## src/rtl/comparador_serial.sv

```systemverilog
// Serial magnitude comparator: walks ANCHO-bit operands one ANCHO_DIG-bit segment
// per clock from the MSB end, stops on the first difference, and falls back to the cascade inputs.
module comparador_serial #(
  parameter int ANCHO     = 32,
  parameter int ANCHO_DIG = 8
) (
  input  logic             clk,
  input  logic             reset,
  input  logic             inicio,
  input  logic             con_signo,
  input  logic [ANCHO-1:0] a,
  input  logic [ANCHO-1:0] b,
  input  logic             igual_i,
  input  logic             mayor_i,
  input  logic             menor_i,
  output logic             ocupado,
  output logic             listo,
  output logic             igual_o,
  output logic             mayor_o,
  output logic             menor_o
);

  localparam int NUM_SEG = (ANCHO / ANCHO_DIG < 1) ? 1 : ANCHO / ANCHO_DIG;
  localparam int IDX_W   = (NUM_SEG > 1) ? $clog2(NUM_SEG) : 1;
  localparam logic [ANCHO_DIG-1:0] MSB_MASK = ANCHO_DIG'(1) << (ANCHO_DIG - 1);

  localparam logic [1:0] REPOSO  = 2'd0;
  localparam logic [1:0] COMPARA = 2'd1;
  localparam logic [1:0] FIN     = 2'd2;

  logic [1:0]           estado;
  logic [ANCHO-1:0]     a_r, b_r;
  logic                 signo_r, igual_r, mayor_r, menor_r;
  logic [IDX_W-1:0]     idx;
  logic [ANCHO_DIG-1:0] seg_a, seg_b;
  logic                 voltear, ultimo;

  // Operands shift left each step, so the segment under test is always the top one.
  // Flipping the sign bit turns a signed top-segment compare into an unsigned one.
  always_comb begin
    voltear = signo_r && (idx == IDX_W'(NUM_SEG - 1));
    seg_a   = a_r[ANCHO-1 -: ANCHO_DIG] ^ (voltear ? MSB_MASK : '0);
    seg_b   = b_r[ANCHO-1 -: ANCHO_DIG] ^ (voltear ? MSB_MASK : '0);
    ultimo  = (idx == '0);
  end

  assign ocupado = (estado == COMPARA);
  assign listo   = (estado == FIN);

  always_ff @(posedge clk or posedge reset) begin
    if (reset) begin
      estado  <= REPOSO;
      a_r     <= '0;
      b_r     <= '0;
      signo_r <= 1'b0;
      igual_r <= 1'b0;
      mayor_r <= 1'b0;
      menor_r <= 1'b0;
      idx     <= '0;
      igual_o <= 1'b0;
      mayor_o <= 1'b0;
      menor_o <= 1'b0;
    end else begin
      case (estado)
        REPOSO: begin
          if (inicio) begin
            a_r     <= a;
            b_r     <= b;
            signo_r <= con_signo;
            igual_r <= igual_i;
            mayor_r <= mayor_i;
            menor_r <= menor_i;
            idx     <= IDX_W'(NUM_SEG - 1);
            estado  <= COMPARA;
          end
        end
        COMPARA: begin
          if (seg_a != seg_b) begin
            igual_o <= 1'b0;
            mayor_o <= (seg_a > seg_b);
            menor_o <= (seg_a < seg_b);
            estado  <= FIN;
          end else if (ultimo) begin
            // Fully equal operands: the lower-order stage decides, equal wins ties.
            if (igual_r) begin
              {igual_o, mayor_o, menor_o} <= 3'b100;
            end else if (mayor_r) begin
              {igual_o, mayor_o, menor_o} <= 3'b010;
            end else if (menor_r) begin
              {igual_o, mayor_o, menor_o} <= 3'b001;
            end else begin
              {igual_o, mayor_o, menor_o} <= 3'b100;
            end
            estado <= FIN;
          end else begin
            idx <= idx - IDX_W'(1);
            a_r <= a_r << ANCHO_DIG;
            b_r <= b_r << ANCHO_DIG;
          end
        end
        FIN:     estado <= REPOSO;
        default: estado <= REPOSO;
      endcase
    end
  end

endmodule

```

## config.mk

```make
export PLATFORM = sky130hd
export DESIGN_NAME = comparador_serial
export DESIGN_NICKNAME = d
export VERILOG_FILES = /design/src/rtl/comparador_serial.sv
export SDC_FILE = /design/constraint.sdc
export NUM_CORES = 1
export LEC_CHECK = 0
export ABC_AREA = 1
export CAP_MARGIN = 10
export CORE_AREA = 2 2 88 90
export CTS_CLUSTER_SIZE = 25
export DETAILED_ROUTE_END_ITERATION = 16
export DIE_AREA = 0 0 90 92
export GPL_TIMING_DRIVEN = 1
export PLACE_DENSITY = 0.88
export SLEW_MARGIN = 20
export SYNTH_ARGS = -nofsm -noshare
export SYNTH_HDL_FRONTEND = slang
export SYNTH_SLANG_ARGS = --single-unit
```

## constraint.sdc

```tcl
create_clock -name clk -period 3 [get_ports clk]
set_input_delay 0.6 -clock clk [delete_from_list [all_inputs] [get_ports clk]]
set_output_delay 0.6 -clock clk [all_outputs]
set_load 0.01 [all_outputs]
```

==> summary.md, run 1 <==
| Metric | Value |
|---|---|
| Minimum clock period | `2150 ps` |
| Main combinational cell family by area after synthesis | `simple AND/OR/NAND/NOR gates` |
| I/O Buffers | `between 70 and 80` |
| GR Util All Layers | `0.192` |
| Sink Count | `75` |
| Arrival time worst endpoint | `approximately 1600 ps` |
| Core area | `~7400 um^2` |
| Power Density | `between 900 and 1000 nW/um^2` |
| Htree depth | `3` |
| Root buf cell | `clkbuf_8` |
| Post-CTS setup buffer count | `0` |
| Number of global-route vias before repair | `~2700` |
| Required @ worst endpoint | `2400 ps` |
| Run status | `finished, final reports clean` |
| Pre-CTS WS | `roughly 670 ps` |
| Vias per inst | `roughly 5.0` |
| Setup crit start kind | `flip-flop` |
| CP Capture Type | `output pin` |
| Die H | `between 90 and 100 um` |
| Simple-gate share of the synthesized area | `0.167` |
| Initial antenna violation count | `0` |
| Number of max-cap violations | `0` |
| Yosys Warn Count | `0` |
| Hold_buf cts | `0` |
| Area Growth Syn to Fin | `27.9%` |
| Adder-cell share of the synthesized area | `0.0311` |
| First-pass GRT wire length | `approximately 13000 um` |
| Global route overflow | `0` |
| Clk Latency, worst-skew pair | `around 340 ps` |
| Fillers | `roughly 650` |
| Worst-Margin Slew | `between 400 and 500 ps` |
| Max Slew Vio Count | `0` |
| Reg clk slew, reported paths | `about 70 ps` |
| CTS tree | `yes` |
| Diodes inserted | `0` |
| RSZ-0062 raised after global routing | `no` |
| Non-Filler Instances | `560` |
| Pin count of the biggest net entering global routing | `76` |
| Routed len/inst | `13.4 um` |
| Crit-path max FO | `3` |
| Final routed DRC violation total | `0` |
| VDD IR max | `roughly 450 uV` |
| Class of the worst hold path | `flip-flop to flip-flop` |
| Post-Syn Area per Cell | `~9.5 um^2` |
| DRT Wirelength | `between 7000 and 8000 um` |
| Critical path class | `flip-flop to output pin` |
| Final hold vios | `0` |
| Yosys reg bits | `between 70 and 80` |
| Register area share after synthesis | `0.519` |
| Placed insts | `between 500 and 600` |
| Post-cts resize count | `0` |
| Initial DRC count | `between 200 and 250` |
| Post-synthesis cell type count | `24` |
| Drt pass-1 iters | `5` |
| Nets | `about 530` |
| Most frequent cells in the layout | `106 x nand2_1, 75 x dfrtp_1, 75 x clkdlybuf4s50_1, 48 x mux2i_1, 47 x o21ai_1` |
| Max-Slew Margin vs Limit | `0.671` |
| Final setup fails | `0` |
| Proportion of layout cells with a drive suffix above 1 | `0.0742` |
| Final worst-path cycle share | `0.716` |
| Net count after synthesis | `between 400 and 500` |
| DP HPWL | `between 5000 and 6000 um` |
| Clk buf depth | `2` |
| Mapped cell area | `about 3600 um^2` |
| Clock skew | `roughly 6.3 ps` |
| Fmax | `465 MHz` |
| Synth Area in XOR/XNOR | `0` |
| Initial Util | `0.486` |
| Leak | `around 2.4 nW` |
| GP Congestion | `roughly 0.87` |
| WHS | `~480 ps` |
| Chip width | `about 90 um` |
| Die area | `between 8000 and 9000 um^2` |
| Commonest non-fill, non-tap cell in the layout | `nand2_1` |
| Setup ws final | `around 850 ps` |
| Cells after Synth | `382` |
| Core Rows | `32` |
| Post-route ant nets | `0` |
| Post-synthesis mux area share | `0.139` |
| I/O pin count | `76` |
| Complex-gate fraction of the synthesized area | `0.0840` |
| CTS buffer count | `9` |
| Post-route setup TNS | `0 ps` |
| Detailed-route via count | `around 2800` |
-- flip-flops by register name (all words and copies together), names as in the netlist, 2 cells and up --
signal / count
b_r: 32
idx: 2
a_r: 32
estado: 2
-- through the flow --
stage                     utilization  power [mW]  cell area [um^2]
after floorplan                     -        3.39              3620
after global placement          0.597        3.73              4450
after detailed placement        0.597        3.87              4450
after CTS                       0.621        4.58              4630
after global routing            0.621        4.92              4630
final                           0.621        4.54              4630
-- synthesized netlist by cell type, drive strengths merged --
cell    count  area [um^2]
nor2       12         55.1
nand2     110          430
clkinv      1         3.75
dfrtp      75         1880
clkbuf      3         11.3
nand3      20          100
mux2i      48          480
o211ai      1         7.51
buf        17          110
nand4       1         12.5
nor3        1         5.00
a21oi       5         25.0
inv        25         93.8
o21ai      52          272
ha          9          113
mux2        2         22.5
-- report_power, final --
part	internal, mW	switching [mW]	leakage [nW]
Clock	0.365	0.339	0.0888
Combinational	0.861	1.20	1.35
Sequential	1.50	0.280	0.929
-- cell type report --
type / instances / area (um^2) / area share
Sequential cell: 75 / 1880 / 0.406
Multi-Input combinational cell: 261 / 1530 / 0.330
Timing Repair Buffer: 81 / 821 / 0.177
Clock buffer: 14 / 173 / 0.0373
Tap cell: 102 / 128 / 0.0276
Inverter: 26 / 97.6 / 0.0211
Clock inverter: 1 / 7.51 / 0.00162
-- path summary, 6_finish.rpt --
path	start	end	slack, ps	cells after the start
min reg2reg	a_r[5]	a_r[5]	480	2
min	a_r[5]	a_r[5]	480	2
max	estado[1]	ocupado	850	4
max reg2reg	a_r[27]	b_r[8]	870	9
max in group asynchronous	reset	a_r[30]	2000	3
min in group asynchronous	reset	mayor_o	640	3
-- metal layers --
metal	GRT usage	part of all wire	vias to the layer above
met4	0.0833	0.014	0
met5	0	0	-
met1	0.243	0.44	1322
li1	-	-	1413
met2	0.321	0.50	69
met3	0.0419	0.048	6
-- worst max-delay path, stage by stage, from the launching register on --
cell and delay (ps):
dfrtp_1 420, inv_2 80, nand2_2 80, inv_2 90, clkdlybuf4s50_1 540
-- logic make-up after synthesis --
logic type	Yosys count
AND/OR/NAND/NOR	144
flip-flops	75
AO/OA/AOI/OAI	58
multiplexers	50
buffers and inverters	46
adder cells (fa/ha/maj)	9
Power figures use the tool's default switching activity.
==> run 2, diff against run 1 <==
- clock period: 3 -> 2.1 ns (I/O delays scaled with it)
==> run 2 against run 1 <==
Wire length rose by 6.1%. Critical path type unchanged. Final area grew 1.5%. Largest cell class unchanged. Clock skew grew 1.5 ps.
==> summary.md, run 2 (synthesis gave the netlist of run 1 again) <==
| Metric | Value |
|---|---|
| Reg clk slew, reported paths | `~80 ps` |
| Crit path buf inv count | `3` |
| Diodes inserted | `0` |
| Max-Slew Margin vs Limit | `0.712` |
| Chip width | `90 um` |
| Core Rows | `32` |
| VDD IR max | `roughly 860 uV` |
| Gate power share | `0.455` |
| Most used cell, CP | `inv_2` |
| Cell breakdown of the critical path | `inv_2 -> nand2_2 -> inv_2 -> clkdlybuf4s50_1` |
| P_sw | `roughly 2.8 mW` |
| CTS tree | `yes` |
| Net Sw Frac | `0.405` |
| Drt pass-1 iters | `4` |
| Root buf cell | `clkbuf_8` |
| RSZ-0062 raised after global routing | `no` |
| Power Density | `1450 nW/um^2` |
| Final instance area | `between 4000 and 5000 um^2` |
| Initial Util | `0.486` |
| Arrival time worst endpoint | `around 1600 ps` |
| Final setup fails | `0` |
| Number of max-cap violations | `0` |
| Class of the worst hold path | `input pin to asynchronous set/reset pin` |
| Fmax | `approximately 500 MHz` |
| Nets | `about 540` |
| Clock skew | `between 7 and 8 ps` |
| Crit path max-delay cell type | `clkdlybuf4s50_1` |
| Post-route ant nets | `0` |
| CP Capture Type | `output pin` |
| Commonest non-fill, non-tap cell in the layout | `nand2_1` |
| Post-route setup TNS | `0 ps` |
| DRT Wirelength | `approximately 8000 um` |
| Initial DRC count | `approximately 210` |
| Leak | `roughly 2.4 nW` |
| Crit-path max cell delay | `around 540 ps` |
| I/O pin count | `76` |
| Detailed-route via count | `between 2000 and 3000` |
| DP HPWL | `between 5000 and 6000 um` |
| Core area | `around 7400 um^2` |
| First-pass GRT wire length | `13000 um` |
| Clk buf depth | `2` |
| Storage element area | `between 1500 and 2000 um^2` |
| Final routed DRC violation total | `0` |
| Area Growth Syn to Fin | `29.8%` |
| Crit-path max FO | `4` |
| Internal Dissipation | `between 4 and 5 mW` |
| Setup crit start kind | `flip-flop` |
| Initial antenna violation count | `0` |
| CTS buffer count | `9` |
| Minimum clock period | `2010 ps` |
| Fillers | `just over 600` |
| Global route overflow | `0` |
| Non-Filler Instances | `approximately 560` |
| Die H | `around 90 um` |
| Critical path class | `flip-flop to output pin` |
| Worst-Margin Slew | `between 400 and 500 ps` |
| Area of the multi-input gates | `between 1500 and 2000 um^2` |
| GP Congestion | `0.896` |
| Number of global-route vias before repair | `roughly 2800` |
| Die area | `roughly 8300 um^2` |
| Htree depth | `3` |
| Placed inst area | `about 4500 um^2` |
| Cell family with most CP delay | `buffers and inverters` |
| Sink Count | `between 70 and 80` |
| GR Util All Layers | `0.199` |
| I/O Buffers | `75` |
| Clk network pwr share | `0.169` |
| Placed insts | `between 500 and 600` |
| Post-CTS setup buffer count | `0` |
| Proportion of layout cells with a drive suffix above 1 | `0.0846` |
| Routed len/inst | `~14 um` |
| Final hold vios | `0` |
| Run status | `finished, final reports clean` |
| Vias per inst | `5.03` |
| Clk Latency, worst-skew pair | `~360 ps` |
| Power Total | `between 6 and 7 mW` |
| Max Slew Vio Count | `0` |
| Final worst-path cycle share | `0.957` |
| Most frequent cells in the layout | `106 x nand2_1, 75 x dfrtp_1, 75 x clkdlybuf4s50_1, 48 x mux2i_1, 47 x o21ai_1` |
| Required @ worst endpoint | `roughly 1700 ps` |
| Regs by FF count | `a_r: 32 flops, b_r: 32 flops` |
| Sequential share of power | `0.375` |
| Pin count of the biggest net entering global routing | `68` |
-- run 2: power by group through the flow --
| stage | logic (mW) | clock network [mW] | registers (mW) |
|---|---|---|---|
| 6_report | 3.11 | 1.16 | 2.56 |
| 5_1_grt | 3.46 | 1.24 | 2.64 |
| 4_1_cts | 3.10 | 1.17 | 2.56 |
| 3_5_place_dp | 3.05 | 0 | 2.59 |
| 3_3_place_gp | 2.87 | 0 | 2.54 |
| 2_1_floorplan | 2.38 | 0 | 2.46 |
-- run 2: worst paths after layout --
| path | start | end | slack, ps | depth (start not counted) |
|---|---|---|---|---|
| setup / recovery | estado[1] | ocupado | 90 | 4 |
| hold / removal | reset | mayor_o | 340 | 2 |
| setup reg to reg | b_r[27] | b_r[11] | 90 | 10 |
| hold reg to reg | b_r[7] | b_r[7] | 480 | 2 |
| max in group asynchronous | reset | a_r[28] | 1160 | 3 |
| min in group clk | b_r[7] | b_r[7] | 480 | 2 |
-- run 2: metal layers --
| metal | routed length, um | vias to the layer above | global-route usage | part of all wire |
|---|---|---|---|---|
| li1 | - | 1415 | - | - |
| met1 | 3290 | 1328 | 0.236 | 0.41 |
| met2 | 4110 | 80 | 0.352 | 0.52 |
| met3 | 467 | 7 | 0.0411 | 0.059 |
| met4 | 98 | 0 | 0.0846 | 0.012 |
| met5 | 0 | - | 0 | 0 |
-- run 2: layout make-up --
cell class                 instances  area share
clock inverter                     5      0.0125
multi-input combinational        261       0.326
clock buffer                      11      0.0322
timing repair buffer              83       0.181
inverter                          26      0.0216
tap                              102      0.0272
sequential                        75       0.399
-- run 2: through the flow --
| stage | hold slack [ps] | setup WS [ps] | utilization |
|---|---|---|---|
| final | 341 | 91.1 | 0.631 |
| after global routing | 367 | 35.4 | 0.631 |
| after CTS | 338 | 51.1 | 0.630 |
| after detailed placement | 461 | 143 | 0.601 |
| after global placement | 453 | 214 | 0.601 |
| after floorplan | 441 | 440 | - |
-- run 2: worst reg2reg max path, stage by stage (launching register included) --
cell     delay, ps
dfrtp_1        350
inv_1           70
ha_1           310
nand2_1        100
nor2_2         200
nand4_2        150
nand2_4        150
nand2_8        140
buf_4          240
nand2_1         90
o21ai_1         90
-- run 2: repair_timing --
action | 4_1_cts | 5_1_grt
gates resized for setup | 0 | 1
hold buffers | 0 | 0
setup endpoints to repair | 0 | 2
==> run 3, diff against run 2 <==
- CAP_MARGIN: 10 -> 25
- SLEW_MARGIN: 20 -> 5
==> results of run 3 <==
The final DEF is identical to that of run 2; final timing and power are the same.
